==> src/rtl/fakeram_bist_pkg.sv <==
// Shared definitions for the fakeram_512x64 march BIST.
//   bist_state_e : march sequencer states
//   ERR_W        : width of the miscompare counter
//   ERR_SAT      : value at which the miscompare counter holds
package fakeram_bist_pkg;

    typedef enum logic [2:0] {
        ST_IDLE  = 3'd0,
        ST_W0    = 3'd1,
        ST_R0W1  = 3'd2,
        ST_R1    = 3'd3,
        ST_DRAIN = 3'd4,
        ST_DONE  = 3'd5
    } bist_state_e;

    localparam int              ERR_W   = 16;
    localparam logic [ERR_W-1:0] ERR_SAT = 16'hFFFF;

endpackage

==> src/rtl/fakeram_bist_cmp.sv <==
// Read-data checker for the march BIST.
// A read issued in one cycle is checked against the RAM output in the next
// cycle, using an expected value and address registered at issue time.
//   clk, rst_n    : clock, asynchronous active-low reset
//   i_clr         : clears counter, first-fail address and pending compare
//   i_issue       : a RAM read is being issued this cycle
//   i_exp, i_addr : expected data and address of that read
//   i_rd          : RAM read data (valid the cycle after issue)
//   o_err_count   : saturating miscompare count
//   o_fail_addr   : address of the first miscompare since the last clear
module fakeram_bist_cmp
    import fakeram_bist_pkg::*;
#(
    parameter int BITS       = 64,
    parameter int ADDR_WIDTH = 9
) (
    input  logic                  clk,
    input  logic                  rst_n,
    input  logic                  i_clr,
    input  logic                  i_issue,
    input  logic [BITS-1:0]       i_exp,
    input  logic [ADDR_WIDTH-1:0] i_addr,
    input  logic [BITS-1:0]       i_rd,
    output logic [ERR_W-1:0]      o_err_count,
    output logic [ADDR_WIDTH-1:0] o_fail_addr
);

    logic                  r_vld_p1;
    logic [BITS-1:0]       r_exp_p1;
    logic [ADDR_WIDTH-1:0] r_addr_p1;
    logic [ERR_W-1:0]      r_err;
    logic [ADDR_WIDTH-1:0] r_fail;
    logic                  w_miss;

    function automatic logic [ERR_W-1:0] sat_inc(input logic [ERR_W-1:0] v);
        return (v == ERR_SAT) ? v : v + {{(ERR_W-1){1'b0}}, 1'b1};
    endfunction

    // Stage p1: the RAM output now belongs to the read registered last cycle.
    assign w_miss = r_vld_p1 && (i_rd != r_exp_p1);

    always_ff @(posedge clk or negedge rst_n) begin
        if (!rst_n) begin
            r_vld_p1  <= 1'b0;
            r_exp_p1  <= '0;
            r_addr_p1 <= '0;
            r_err     <= '0;
            r_fail    <= '0;
        end else if (i_clr) begin
            r_vld_p1 <= 1'b0;
            r_err    <= '0;
            r_fail   <= '0;
        end else begin
            r_vld_p1 <= i_issue;
            if (i_issue) begin
                r_exp_p1  <= i_exp;
                r_addr_p1 <= i_addr;
            end
            if (w_miss) begin
                r_err <= sat_inc(r_err);
                // The counter never wraps back to zero, so zero means "no error yet".
                if (r_err == '0) begin
                    r_fail <= r_addr_p1;
                end
            end
        end
    end

    assign o_err_count = r_err;
    assign o_fail_addr = r_fail;

endmodule

==> src/rtl/fakeram_512x64_bist.sv <==
// March BIST controller for a fakeram_512x64 macro (RAM lives outside).
// Sequence: W0 (write P ascending), R0W1 (read P / write ~P ascending),
// R1 (read ~P descending), DRAIN (last compare), DONE (results held).
//   clk, rst_n           : clock, asynchronous active-low reset
//   start_i, pattern_i   : start pulse and background pattern P
//   busy_o, done_o       : test running; test complete (held until restart)
//   pass_o               : complete with zero miscompares
//   fail_addr_o          : first failing address
//   err_count_o          : saturating miscompare count
//   ce_o, we_o, addr_o,
//   wd_o, wmsk_o, rd_i   : RAM port (cei, wei, addri, wdi, wmski, rd_out)
module fakeram_512x64_bist
    import fakeram_bist_pkg::*;
#(
    parameter int BITS       = 64,
    parameter int ADDR_WIDTH = 9
) (
    input  logic                  clk,
    input  logic                  rst_n,
    input  logic                  start_i,
    input  logic [BITS-1:0]       pattern_i,
    output logic                  busy_o,
    output logic                  done_o,
    output logic                  pass_o,
    output logic [ADDR_WIDTH-1:0] fail_addr_o,
    output logic [ERR_W-1:0]      err_count_o,
    output logic                  ce_o,
    output logic                  we_o,
    output logic [ADDR_WIDTH-1:0] addr_o,
    output logic [BITS-1:0]       wd_o,
    output logic [BITS-1:0]       wmsk_o,
    input  logic [BITS-1:0]       rd_i
);

    localparam logic [ADDR_WIDTH-1:0] ADDR_MAX = '1;
    localparam logic [ADDR_WIDTH-1:0] ADDR_ONE = {{(ADDR_WIDTH-1){1'b0}}, 1'b1};

    bist_state_e           r_state;
    logic [ADDR_WIDTH-1:0] r_addr;
    logic                  r_wr_phase;   // R0W1: 0 = read cycle, 1 = write cycle
    logic [BITS-1:0]       r_pat;

    bist_state_e           w_state_nxt;
    logic [ADDR_WIDTH-1:0] w_addr_nxt;
    logic                  w_phase_nxt;
    logic                  w_start_acc;
    logic                  w_issue;
    logic [BITS-1:0]       w_exp;

    always_ff @(posedge clk or negedge rst_n) begin
        if (!rst_n) begin
            r_state    <= ST_IDLE;
            r_addr     <= '0;
            r_wr_phase <= 1'b0;
            r_pat      <= '0;
        end else begin
            r_state    <= w_state_nxt;
            r_addr     <= w_addr_nxt;
            r_wr_phase <= w_phase_nxt;
            if (w_start_acc) begin
                r_pat <= pattern_i;
            end
        end
    end

    // RAM controls are decoded from the current state, so an asynchronous
    // reset drops ce/we in the same cycle and no further write can occur.
    always_comb begin
        w_state_nxt = r_state;
        w_addr_nxt  = r_addr;
        w_phase_nxt = r_wr_phase;
        w_start_acc = 1'b0;
        w_exp       = '0;
        ce_o        = 1'b0;
        we_o        = 1'b0;
        wd_o        = '0;
        case (r_state)
            ST_IDLE, ST_DONE: begin
                if (start_i) begin
                    w_start_acc = 1'b1;
                    w_state_nxt = ST_W0;
                    w_addr_nxt  = '0;
                    w_phase_nxt = 1'b0;
                end
            end
            ST_W0: begin
                ce_o = 1'b1;
                we_o = 1'b1;
                wd_o = r_pat;
                if (r_addr == ADDR_MAX) begin
                    w_state_nxt = ST_R0W1;
                    w_addr_nxt  = '0;
                    w_phase_nxt = 1'b0;
                end else begin
                    w_addr_nxt = r_addr + ADDR_ONE;
                end
            end
            ST_R0W1: begin
                ce_o = 1'b1;
                if (!r_wr_phase) begin
                    w_exp       = r_pat;
                    w_phase_nxt = 1'b1;
                end else begin
                    we_o        = 1'b1;
                    wd_o        = ~r_pat;
                    w_phase_nxt = 1'b0;
                    if (r_addr == ADDR_MAX) begin
                        w_state_nxt = ST_R1;
                        w_addr_nxt  = ADDR_MAX;
                    end else begin
                        w_addr_nxt = r_addr + ADDR_ONE;
                    end
                end
            end
            ST_R1: begin
                ce_o  = 1'b1;
                w_exp = ~r_pat;
                if (r_addr == '0) begin
                    w_state_nxt = ST_DRAIN;
                end else begin
                    w_addr_nxt = r_addr - ADDR_ONE;
                end
            end
            // Only the compare of the final R1 read happens here.
            ST_DRAIN: begin
                w_state_nxt = ST_DONE;
            end
            default: begin
                w_state_nxt = ST_IDLE;
            end
        endcase
        wmsk_o = we_o ? '1 : '0;
    end

    assign w_issue = ce_o & ~we_o;
    assign addr_o  = r_addr;
    assign busy_o  = (r_state == ST_W0) || (r_state == ST_R0W1) ||
                     (r_state == ST_R1) || (r_state == ST_DRAIN);
    assign done_o  = (r_state == ST_DONE);
    assign pass_o  = done_o && (err_count_o == '0);

    fakeram_bist_cmp #(
        .BITS       (BITS),
        .ADDR_WIDTH (ADDR_WIDTH)
    ) u_cmp (
        .clk         (clk),
        .rst_n       (rst_n),
        .i_clr       (w_start_acc),
        .i_issue     (w_issue),
        .i_exp       (w_exp),
        .i_addr      (r_addr),
        .i_rd        (rd_i),
        .o_err_count (err_count_o),
        .o_fail_addr (fail_addr_o)
    );

endmodule

==> config.mk <==
export PLATFORM = sky130hd
export DESIGN_NAME = fakeram_512x64_bist
export DESIGN_NICKNAME = d
export VERILOG_FILES = /design/src/rtl/fakeram_bist_pkg.sv /design/src/rtl/fakeram_bist_cmp.sv /design/src/rtl/fakeram_512x64_bist.sv
export SDC_FILE = /design/constraint.sdc
export NUM_CORES = 1
export LEC_CHECK = 0
export CAP_MARGIN = 5
export CORE_MARGIN = 1
export CORE_UTILIZATION = 54
export CTS_BUF_LIST = sky130_fd_sc_hd__clkbuf_4 sky130_fd_sc_hd__clkbuf_8
export CTS_CLUSTER_DIAMETER = 200
export DETAILED_ROUTE_END_ITERATION = 6
export PLACE_DENSITY = 0.89
export SKIP_LAST_GASP = 1
export SLEW_MARGIN = 20
export SYNTH_ARGS = -nofsm -noshare
export SYNTH_HDL_FRONTEND = slang
export SYNTH_HIERARCHICAL = 1
export SYNTH_SLANG_ARGS = --single-unit
==> constraint.sdc <==
create_clock -name clk -period 8.75 [get_ports clk]
set_input_delay 1.75 -clock clk [delete_from_list [all_inputs] [get_ports clk]]
set_output_delay 1.75 -clock clk [all_outputs]
set_load 0.01 [all_outputs]
==> results of run 1 <==
==> routing by layer <==
metal  vias up  share of wire  track usage
met5         -              0            0
met4         0          0.032        0.116
met3        58          0.066       0.0783
met2       322           0.50        0.496
met1      4152           0.40        0.369
li1       3980              -            -
==> synth_stat cells, drive strengths merged, types with 2 or more instances <==
cell type    n  area [um^2]
a21oi       26          130
a22o         5         43.8
a31oi        2         12.5
and3         6         38.8
and4         3         28.8
buf         86          621
clkbuf      46          184
dfrtp      176         4400
ha           8          100
inv         11         41.3
mux2       142         1600
mux2i       67          671
nand2       89          334
nand2b       6         37.5
nand3       10         55.1
nand4       28          175
nor2        90          340
nor2b        7         43.8
nor3         9         56.3
nor3b        3         22.5
nor4        14         87.6
o21a         2         16.3
o21ai       93          484
o22ai        4         25.0
o31ai        9         67.6
or3          3         23.8
or4         11         86.3
xnor2       65          569
xor2         3         26.3
==> sequential cells by signal, indices dropped and copies added (netlist names) <==
register and flops:
u_cmp/o_fail_addr 9, u_cmp/r_exp_p1 64, r_wr_phase 1, r_state 3, u_cmp/r_addr_p1 9, u_cmp/o_err_count 16, r_pat 64, u_cmp/r_vld_p1 1
addr_o 9
==> area by class of cell <==
type                    count  area share
diodes                      1    0.000184
repair buffers            306       0.225
flip-flops and latches    176       0.324
inverters                  11     0.00304
clock inverters            12      0.0144
well taps                 260      0.0239
clock buffers              19      0.0192
multi-input cells         724       0.390
==> cell families (layout without fill, tap and decap cells) <==
logic type / Yosys count / after routing / share of synthesized area
multiplexers: 209 / 209 / 0.217
XOR/XNOR: 68 / 68 / 0.0567
flip-flops: 176 / 176 / 0.419
buffers and inverters: 143 / 348 / 0.0806
AO/OA/AOI/OAI: 153 / 153 / 0.0841
AND/OR/NAND/NOR: 286 / 286 / 0.133
adder cells (fa/ha/maj): 8 / 8 / 0.00953
other: 0 / 1 / 0
==> per-stage QoR <==
| stage | instances | power [mW] | hold WS, ns |
|---|---|---|---|
| after floorplan | 1043 | 1.30 | 0.480 |
| after global placement | 1476 | 1.61 | 0.492 |
| after detailed placement | 1476 | 1.62 | 0.495 |
| after CTS | 1507 | 2.27 | 0.520 |
| after global routing | 1509 | 2.37 | 0.527 |
| final | 1509 | 2.26 | 0.517 |
==> placed cells by master (no fill, tap or decap), drive strengths merged, types with 8 or more instances in the layout <==
cell           synthesis  routed
a21oi                 26      26
buf                   86       9
clkbuf                46      20
clkdlybuf4s50          0     296
dfrtp                176     176
ha                     8       8
inv                   11      16
mux2                 142     142
mux2i                 67      67
nand2                 89      89
nand3                 10      10
nand4                 28      28
nor2                  90      90
nor3                   9       9
nor4                  14      14
o21ai                 93      93
o31ai                  9       9
or4                   11      11
xnor2                 65      65
==> critical path, cell delays in order, from the launching register on <==
cell and delay [ns]:
dfrtp_2 0.35, buf_4 0.66, nand2b_1 0.35, nor2_4 0.49, buf_4 0.50, nand2_1 0.09, o21ai_0 0.12, clkdlybuf4s50_1 0.62
==> power by group through the flow <==
stage	Clock (mW)	Sequential, mW	Combinational (mW)
floorplan	0	1.00	0.298
global placement	0	1.04	0.562
detailed placement	0	1.05	0.572
CTS	0.658	1.03	0.577
global route	0.700	1.05	0.622
finish	0.650	1.03	0.574
==> worst paths after layout <==
path                                                  end  slack (ns)
min in group asynchronous           addr_o[8]$_DFFE_PN0P_        1.41
setup reg to reg           u_cmp/r_exp_p1[31]$_DFFE_PN0P_        5.22
hold / removal             u_cmp/r_addr_p1[4]$_DFFE_PN0P_        0.52
hold reg to reg            u_cmp/r_addr_p1[4]$_DFFE_PN0P_        0.52
max in group asynchronous           r_pat[45]$_DFFE_PN0P_        5.99
setup / recovery                                 wd_o[62]        3.30
==> summary.txt, run 1 <==
Pwr
  – VDD IR max: between 0.1 and 0.15 mV
  – Seq pwr share: 0.458
  – Combinational fraction of design power: 0.254
  – Leakage: a little under 6 nW
  – Clock power share: 0.288
  – Pint: about 1.6 mW
  – Sw power: between 600 and 700 uW
  – Sw frac: 0.301
  – Power Density: ~170 nW/um^2

Route
  – First DRT Iteration DRCs: 517
  – DRT antenna net count: 0
  – Avg WL per Cell: between 15 and 20 um
  – Via count: approximately 8500
  – DR vias/cell: 5.64
  – TritonRoute pass-1 iters: 5
  – Drt total wl: slightly below 30000 um
  – DRC: 0

Worst setup path
  – Worst EP arrival: 3.70 ns
  – Worst reg2reg path depth: 8
  – CP required: ~7 ns
  – WS Path Type: reg -> out
  – CP endpoint kind: output pin
  – Reg2reg start: r_state[0]$_DFFE_PN0P_
  – Crit. Startpoint: r_state[0]$_DFFE_PN0P_
  – Startpoint types: flip-flop
  – Crit path max fanout: between 80 and 90

Logic synthesis
  – Net Count, Synth: approximately 1200
  – Yosys cell types: 66
  – Post-Syn Area: 10500 um^2
  – Mapped Cells: between 1000 and 1500
  – Synth Register Bits: 176
  – Async SR Flop Fraction: 1.00
  – Post-synthesis sequential area ratio: 0.419
  – Ys Warns: 6
  – Ys flop type: dfrtp_1
  – EDFF count, synth: 0
  – Syn Area/Cell: between 10 and 15 um^2

Placement
  – Worst slack, placed: 3.51 ns
  – Placed wire-length estimate: approximately 20000 um
  – Final RePlAce weighted congestion: roughly 0.9
  – IO buf count: just under 300
  – Placed Area: ~13000 um^2

Final layout
  – Seq. cell area: 4410 um^2
  – Filler cells: 1411
  – Fin area: about 14000 um^2
  – Fin util: 0.719
  – Area of the multi-input gates: approximately 5300 um^2
  – Share of layout cells above drive strength 1: 0.163
  – Nets: between 1000 and 1500
  – P&R area growth vs syn: 29.5%

Clocking
  – Clk root buf: clkbuf_8
  – Clock buffer depth: 2
  – CTS tree: built
  – Setup bufs post-CTS: 0
  – Clock Sinks: about 180
  – Latest clock arrival within the worst-skew pair: 0.47 ns
  – CTS HTree Levels: 4
  – Total CTS buffers: 17
  – Hold-fix buffers, CTS: 0
  – Reg clk slew, reported paths: 0.10 ns
  – Post-CTS Resized: 0

Floorplanning
  – Row cnt: 50
  – Die H: about 140 um
  – Die area: 20000 um^2
  – Core area: between 15000 and 20000 um^2
  – Die W: approximately 140 um
  – Initial Util: 0.556
  – Io pins: 298

STA
  – Post-route setup slack: approximately 3.3 ns
  – Slew HR: 0.246
  – Clock Skews: 0.0170 ns
  – Final hold violations: 0
  – RSZ-0062 raised after global routing: no
  – Actual slew at the worst max-slew pin: roughly 1.1 ns
  – Final Slew Violations: 0
  – Fmax: approximately 0.18 GHz
  – Min Tclk post-route: roughly 5.4 ns
  – Final Setup Violations: 0
  – Period utilization: 0.622
  – Setup_tns: 0 ns

Worst hold path
  – Hold Path Origin: u_cmp/r_addr_p1[4]$_DFFE_PN0P_
  – Hold depth: 1
  – Worst min path class: reg -> reg

Job
  – Max-Cap Viols: 0

GRT
  – Largest net degree at the start of global routing: between 100 and 150
  – Overflow after GRT: 0
  – Vias in the first global route: approximately 8600
  – Initial antenna violation count: 1
  – First-pass GRT wire length: roughly 46000 um
  – GRT Overall Usage: 0.297

Status
  – Status: finished clean
Power figures use the tool's default switching activity.
==> run 2: changes to the inputs <==
- CORE_UTILIZATION: 54 -> 45
- PLACE_DENSITY: 0.89 -> 0.79
- clock period: 8.75 -> 4.8 ns (I/O delays scaled with it)
==> run 2 against run 1 <==
Effect of this change: via count is 1.1% lower; global-route usage shrank 4.6 points; non-clock buffer count up 7; routed wire length rose by 2.1%; largest power group unchanged.
==> summary.txt, run 2 (synthesized netlist as in run 1, its figures left out) <==
STA
  – Setup_tns: 0 ns
  – Fmax: about 0.24 GHz
  – Actual slew at the worst max-slew pin: around 1.0 ns
  – Final Setup Violations: 0
  – Final hold violations: 0
  – Clock Skews: 0.0189 ns
  – Period utilization: 0.853
  – RSZ-0062 raised after global routing: no
  – Min Tclk post-route: approximately 4.1 ns
  – Final Slew Violations: 0
  – Slew HR: 0.334

Pwr
  – Sw power: ~1.3 mW
  – Power Density: between 200 and 300 nW/um^2
  – Combinational fraction of design power: 0.265
  – Leakage: around 5.9 nW
  – Sw frac: 0.319
  – Pint: 2.71 mW
  – Seq pwr share: 0.470
  – Clock power share: 0.265
  – VDD IR max: between 0.15 and 0.2 mV
  – Tot Pwr: 3.99 mW

GRT
  – First-pass GRT wire length: roughly 47000 um
  – GRT Overall Usage: 0.252
  – Vias in the first global route: about 8400
  – Overflow after GRT: 0
  – Largest net degree at the start of global routing: 122
  – Initial antenna violation count: 1

Worst setup path
  – R2r endpoint: u_cmp/r_exp_p1[18]$_DFFE_PN0P_
  – CP required: 3.84 ns
  – Worst EP arrival: 3.14 ns
  – WS Path Type: reg -> out
  – Worst reg2reg path depth: 6
  – Crit. Startpoint: r_state[1]$_DFFE_PN0P_
  – Crit path max fanout: 40
  – CP endpoint kind: output pin
  – Reg2reg start: r_state[0]$_DFFE_PN0P_
  – R2R Setup Slk: 1.67 ns
  – Startpoint types: flip-flop
  – Setup crit end: wmsk_o[26]

Placement
  – Dpl cells: 1536
  – Final RePlAce weighted congestion: 0.840
  – IO buf count: roughly 300
  – Placed Area: ~13000 um^2
  – Placed wire-length estimate: around 20000 um

Route
  – Via count: around 8400
  – DR vias/cell: approximately 5.4
  – DRC: 0
  – DRT antenna net count: 0
  – First DRT Iteration DRCs: 422
  – Drt total wl: just under 30000 um
  – Avg WL per Cell: between 15 and 20 um
  – TritonRoute pass-1 iters: 5

Clocking
  – Hold-fix buffers, CTS: 0
  – Latest clock arrival within the worst-skew pair: between 0.4 and 0.5 ns
  – Clock buffer depth: 2
  – Clk root buf: clkbuf_8
  – Setup bufs post-CTS: 0
  – Total CTS buffers: 17
  – Clock Sinks: 176
  – Post-CTS Resized: 0
  – CTS tree: built
  – Reg clk slew, reported paths: 0.11 ns
  – CTS HTree Levels: 4

Final layout
  – P&R area growth vs syn: 30.2%
  – Most frequent cells in the layout: 296 x clkdlybuf4s50_1, 175 x dfrtp_1, 140 x mux2_2
  – Fin area: between 10000 and 15000 um^2
  – ANT cells: 0
  – Share of layout cells above drive strength 1: 0.168
  – Most common cell after layout, fill and taps aside: clkdlybuf4s50_1
  – Post-route insts no fill: 1568
  – Nets: 1382
  – Seq. cell area: approximately 4400 um^2
  – Area of the multi-input gates: 5290 um^2
  – Filler cells: 1956

Floorplanning
  – Die area: 23900 um^2
  – Initial Util: 0.461
  – Die W: about 150 um
  – Row cnt: between 50 and 60
  – Io pins: about 300
  – Core area: roughly 23000 um^2
  – Die H: about 150 um

Status
  – Status: finished clean

Worst hold path
  – Worst min path class: in -> async

Job
  – Max-Cap Viols: 0
-- run 2: cell types whose count changed in the layout (fill, tap and decap cells not counted), sizes merged --
cell      change
diode         -1
bufinv        -3
buf           +7
clkinvlp      -2
clkbuf        -2
clkinv        +5
inv           +2
-- run 2: worst min-delay path by stage --
stage,slack [ns],cells after the start,start,end
after floorplan,0.48,1,u_cmp/r_addr_p1[0]$_DFFE_PN0P_,u_cmp/r_addr_p1[0]$_DFFE_PN0P_
after global placement,0.49,1,u_cmp/r_addr_p1[0]$_DFFE_PN0P_,u_cmp/r_addr_p1[0]$_DFFE_PN0P_
after detailed placement,0.50,1,u_cmp/r_addr_p1[0]$_DFFE_PN0P_,u_cmp/r_addr_p1[0]$_DFFE_PN0P_
after CTS,0.52,1,u_cmp/r_addr_p1[0]$_DFFE_PN0P_,u_cmp/r_addr_p1[0]$_DFFE_PN0P_
after global routing,0.41,1,rst_n,u_cmp/r_addr_p1[1]$_DFFE_PN0P_
final,0.43,1,rst_n,addr_o[7]$_DFFE_PN0P_
-- run 2: power by group through the flow --
stage / clock network, mW / registers, mW / logic, mW
finish: 1.06 / 1.88 / 1.06
global route: 1.15 / 1.91 / 1.15
CTS: 1.09 / 1.88 / 1.06
detailed placement: 0 / 1.90 / 1.05
global placement: 0 / 1.90 / 1.04
floorplan: 0 / 1.83 / 0.544
-- run 2: final cells by class --
type | instances | share of cell area
Multi-Input combinational cell | 724 | 0.387
Sequential cell | 176 | 0.322
Timing Repair Buffer | 313 | 0.230
Tap cell | 313 | 0.0286
Clock buffer | 17 | 0.0171
Clock inverter | 14 | 0.0123
Inverter | 11 | 0.00302
-- run 2: metal layers --
metal / vias to the layer above / track usage / share of wire
met5: - / 0 / 0.00030
met4: 2 / 0.0816 / 0.024
met3: 41 / 0.0594 / 0.066
met2: 298 / 0.421 / 0.49
met1: 4093 / 0.320 / 0.42
li1: 3985 / - / -
-- run 2: worst max-delay path: stages, from the launching register on --
cell             delay, ns
dfrtp_1               0.33
buf_4                 0.20
nor3b_1               0.41
nand2_2               0.39
o21ai_4               0.44
buf_4                 0.32
clkdlybuf4s50_1       0.57
-- run 2: per-stage QoR --
step           hold slack, ns  utilization  worst slack, ns
5_1_grt                 0.408        0.600            0.398
2_1_floorplan           0.480            -            0.518
4_1_cts                 0.522        0.599            0.591
3_5_place_dp            0.495        0.581             1.03
3_3_place_gp            0.494        0.581             1.06
6_report                0.426        0.600            0.704
==> run 3: changes to the inputs <==
- SETUP_SLACK_MARGIN: default -> 0.5
==> run 3 against run 2 <==
Effect of this change: via count grew 0.68%; clock-buffer cell count is the same; setup slack gained 0.065 ns; global-route usage is the same; power is essentially flat; clock power is essentially flat.
==> summary.txt, run 3 (synthesized netlist as in run 1, its figures left out) <==
Worst setup path
  – Startpoint types: flip-flop
  – Reg2reg start: r_state[0]$_DFFE_PN0P_
  – CP endpoint kind: output pin
  – CP required: approximately 3.8 ns
  – Worst EP arrival: approximately 3.1 ns
  – WS Path Type: reg -> out
  – Worst reg2reg path depth: 6
  – R2r endpoint: u_cmp/r_exp_p1[18]$_DFFE_PN0P_
  – R2R Setup Slk: about 1.7 ns
  – Crit path max fanout: 24

Route
  – TritonRoute pass-1 iters: 5
  – Via count: 8476
  – DRT antenna net count: 0
  – First DRT Iteration DRCs: about 430
  – DRC: 0
  – Drt total wl: between 20000 and 30000 um
  – Avg WL per Cell: 19.1 um
  – DR vias/cell: ~5.4

Pwr
  – VDD IR max: 0.198 mV
  – Clock power share: 0.265
  – Combinational fraction of design power: 0.265
  – Sw frac: 0.320
  – Leakage: ~5.9 nW
  – Seq pwr share: 0.471
  – Power Density: approximately 290 nW/um^2
  – Sw power: 1.28 mW
  – Pint: ~2.7 mW

Final layout
  – P&R area growth vs syn: 30.4%
  – Nets: 1383
  – ANT cells: 0
  – Post-route insts no fill: 1569
  – Most frequent cells in the layout: 296 x clkdlybuf4s50_1, 175 x dfrtp_1, 140 x mux2_2
  – Share of layout cells above drive strength 1: 0.169
  – Most common cell after layout, fill and taps aside: clkdlybuf4s50_1
  – Fin util: 0.601

STA
  – Actual slew at the worst max-slew pin: 1.00 ns
  – Fmax: roughly 0.25 GHz
  – Final Setup Violations: 0
  – Final Slew Violations: 0
  – Clock Skews: roughly 0.019 ns
  – Slew HR: 0.333
  – Period utilization: 0.840
  – Min Tclk post-route: about 4 ns
  – Worst Hold Margin: about 0.42 ns
  – Setup_tns: 0 ns
  – RSZ-0062 raised after global routing: no
  – Final hold violations: 0

Placement
  – Dpl cells: ~1500
  – Final RePlAce weighted congestion: approximately 0.84
  – Placed wire-length estimate: just over 20000 um
  – IO buf count: a little under 300

Floorplanning
  – Core area: about 23000 um^2
  – Die W: 155 um
  – Initial Util: 0.461
  – Die H: 155 um
  – Die area: around 24000 um^2
  – Row cnt: 55
  – Io pins: a little under 300

GRT
  – First-pass GRT wire length: between 40000 and 50000 um
  – GRT Overall Usage: 0.252
  – Overflow after GRT: 0
  – Vias in the first global route: approximately 8400
  – Initial antenna violation count: 1
  – Largest net degree at the start of global routing: around 120

Clocking
  – CTS tree: built
  – Latest clock arrival within the worst-skew pair: between 0.4 and 0.5 ns
  – Clk root buf: clkbuf_8
  – Clock Sinks: between 150 and 200
  – CTS HTree Levels: 4
  – Clock buffer depth: 2
  – Total CTS buffers: 17
  – Reg clk slew, reported paths: between 0.1 and 0.15 ns

Worst hold path
  – Worst min path class: in -> async

Job
  – Max-Cap Viols: 0

Status
  – Status: finished clean
[run 3: cell count changes in the layout (fill, tap and decap cells not counted), sizes merged]
cell,change
o21ai,+1
[run 3: per-layer routing]
metal  GRT usage  part of all wire
met5           0           0.00030
met1       0.320              0.42
met4      0.0816             0.023
met3      0.0594             0.064
met2       0.421              0.49
[run 3: final cells by class]
cell class              count  area [um^2]
clock inverters            14          168
multi-input cells         725         5310
inverters                  11         41.3
repair buffers            313         3140
flip-flops and latches    176         4410
clock buffers              17          234
fillers                  1956         9090
well taps                 313          392
[run 3: worst max-delay path by stage]
stage | startpoint | end | slack [ns] | depth (start not counted)
global placement | rd_i[27] | u_cmp/o_err_count[3]$_DFFE_PN0P_ | 1.06 | 8
floorplan | r_state[2]$_DFFE_PN0P_ | wmsk_o[0] | 0.52 | 4
finish | r_state[1]$_DFFE_PN0P_ | wd_o[0] | 0.77 | 6
global route | r_state[1]$_DFFE_PN0P_ | wd_o[3] | 0.54 | 6
CTS | r_state[1]$_DFFE_PN0P_ | wmsk_o[26] | 0.59 | 6
detailed placement | rd_i[59] | u_cmp/o_err_count[3]$_DFFE_PN0P_ | 1.03 | 8
[run 3: power by group through the flow]
stage               Clock (mW)  Combinational, mW  Sequential (mW)
global placement             0               1.04             1.90
finish                    1.06               1.06             1.88
detailed placement           0               1.05             1.90
global route              1.15               1.15             1.91
floorplan                    0              0.544             1.83
CTS                       1.09               1.06             1.88
[run 3: critical path, cell delays in order (launching register included)]
cell	delay, ns
dfrtp_1	0.33
buf_4	0.20
nor3b_1	0.53
nand2_4	0.31
buf_4	0.30
o21ai_0	0.32
clkdlybuf4s50_1	0.61
[run 3: through the flow]
stage | instance area (um^2) | worst slack [ns] | power [mW]
after global placement | 13200 | 1.06 | 2.94
final | 13700 | 0.769 | 3.99
after detailed placement | 13200 | 1.03 | 2.96
after global routing | 13700 | 0.537 | 4.21
after floorplan | 10500 | 0.518 | 2.37
after CTS | 13600 | 0.591 | 4.03
[run 3: repair_timing]
action,4_1_cts,5_1_grt
endpoints found under the setup margin,0,28
resized for setup,0,1
hold buffers,0,0
setup buffers,0,0
==> patch, RTL diff (settings of run 2) <==
Re-encode `bist_state_e` (6 states) as one-hot, 6 bits wide.
--- a/src/rtl/fakeram_bist_pkg.sv
+++ b/src/rtl/fakeram_bist_pkg.sv
@@ -5,11 +5,11 @@
 package fakeram_bist_pkg;
 
-    typedef enum logic [2:0] {
-        ST_IDLE  = 3'd0,
-        ST_W0    = 3'd1,
-        ST_R0W1  = 3'd2,
-        ST_R1    = 3'd3,
-        ST_DRAIN = 3'd4,
-        ST_DONE  = 3'd5
+    typedef enum logic [5:0] {
+        ST_IDLE  = 6'b000001,
+        ST_W0    = 6'b000010,
+        ST_R0W1  = 6'b000100,
+        ST_R1    = 6'b001000,
+        ST_DRAIN = 6'b010000,
+        ST_DONE  = 6'b100000
     } bist_state_e;
 
Check against the original RTL: no difference found for any inputs over 4 cycles, from zero or initial values and one cycle with rst_n low; so few cycles prove little.
==> patch against run 2 <==
Wire length up 4.8%; die area down 1.8%; critical path type unchanged; global-route usage up 1.9 points; worst hold slack better by 0.098 ns; sequential cell count up 3; design area down 1.7%; register-to-register slack worse by 0.43 ns; area after synthesis down 1.8%; setup slack worse by 0.28 ns; utilization down 0.48 points.
Power is not compared: it rests on default switching activity, and its combinational part moved more than twofold at a synthesized area within 25%.
==> patch: results (changes against run 2) <==
| Metric | Value |
|---|---|
| Placed inst area | `0.0130 mm2 (was 0.0132 mm2)` |
| Initial DRC count | `724 (was 422)` |
| Routed Wire Length | `31.1 mm (was 29.6 mm)` |
| Vias in the first global route | `8,933 (was 8,382)` |
| Status | `completed (unchanged)` |
| Area delta synth->final | `30.4% (was 30.2%)` |
| Vias | `9,044 (was 8,419)` |
| Most frequent cells after synthesis | `nand2_1 (344), dfrtp_1 (178), o21ai_0 (150) (was dfrtp_1 (176), mux2_2 (140), nand2_1 (89), nor2_1 (89), o21ai_0 (83))` |
| Sequential area share after synthesis | `43.5% (was 41.9%)` |
| Slew @ Worst Pin | `0.972 ns (was 0.999 ns)` |
| GP Congestion | `0.898 (was 0.840)` |
| Crit path to | `wmsk_o[46] (was wmsk_o[26])` |
| Crit path arrival time | `3.41 ns (was 3.14 ns)` |
| Cell with the most instances after synthesis | `nand2_1 (was dfrtp_1)` |
| Largest net degree at the start of global routing | `127 (was 122)` |
| Post-DP HPWL | `21.7 mm (was 20.5 mm)` |
| First-pass GRT wire length | `49.8 mm (was 46.6 mm)` |
| Net count after synthesis | `1,325 (was 1,182)` |
| DRT Pass-1 Iters | `7 (was 5)` |
| Reg2reg start | `r_state[1]$_DFFE_PN0P_ (was r_state[0]$_DFFE_PN0P_)` |
| Worst path max stage delay | `0.62 ns (was 0.57 ns)` |
| Clock Skew | `0.0207 ns (was 0.0189 ns)` |
| Worst reg2reg path depth | `9 (was 6)` |
| Final nets | `1,518 (was 1,382)` |
| Worst r2r dst | `u_cmp/r_exp_p1[12]$_DFFE_PN0P_ (was u_cmp/r_exp_p1[18]$_DFFE_PN0P_)` |
| Antenna violations before repair | `2 (was 1)` |
| Total GRT Usage | `27.0% (was 25.2%)` |
| Synth top area cells | `dfrtp_1 (43%), nand2_1 (13%), mux2_2 (8.3%) (was dfrtp_1 (42%), mux2_2 (15%), mux2i_1 (6.4%))` |
| Crit-path slowest cell | `or4_1 (was clkdlybuf4s50_1)` |
-- patch: changes by cell type after synthesis, moves of 6 or more --
cell,run 2,this run
buf_1,6,13
clkbuf_1,44,50
mux2_2,140,76
mux2i_1,67,1
nand2_1,89,344
nor2_1,89,20
o21ai_0,83,150
or2_2,0,6
-- patch: worst max-delay path: cells and delay by family, from the launching register on --
family | cells | cell delay, ns
and+or+nand+nor | 4 | 1.46
DFF | 1 | 0.50
buffers and inverters | 3 | 0.97
-- patch: logic make-up (layout without fill, tap and decap cells) --
logic type	Yosys count	count (layout)	share of synthesized area, %
adders and majority gates	7	7	0.849
AOI/OAI and AO/OA	221	221	11.9
and+or+nand+nor	479	479	20.9
xor gates and xnor gates	72	72	6.12
buffers and inverters	150	356	8.15
DFF	179	179	43.5
muxes	79	79	8.65
-- patch: stage by stage --
stage / hold WS [ns] / utilization, % / setup WS [ns] / instances
floorplan: 0.480 / - / 0.772 / 1187
global placement: 0.494 / 57.8 / 1.02 / 1646
detailed placement: 0.495 / 57.8 / 0.927 / 1646
CTS: 0.520 / 59.5 / 0.395 / 1678
global route: 0.544 / 59.6 / 0.234 / 1678
finish: 0.523 / 59.6 / 0.427 / 1678
-- patch: layout make-up --
cell class / instances / share of cell area [%]
clock buffer: 19 / 1.90
sequential: 179 / 33.3
multi-input combinational: 858 / 37.3
clock inverter: 13 / 1.11
timing repair buffer: 312 / 23.4
tap: 285 / 2.65
inverter: 12 / 0.344
-- patch: routing by layer --
layer | track usage [%] | share of wire [%] | wire length [um] | up-vias
li1 | - | - | - | 4350
met1 | 35.2 | 42 | 13000 | 4302
met2 | 44.9 | 49 | 15100 | 352
met3 | 6.18 | 7.3 | 2270 | 38
met4 | 7.76 | 2.1 | 638 | 2
met5 | 0 | 0.042 | 13 | -
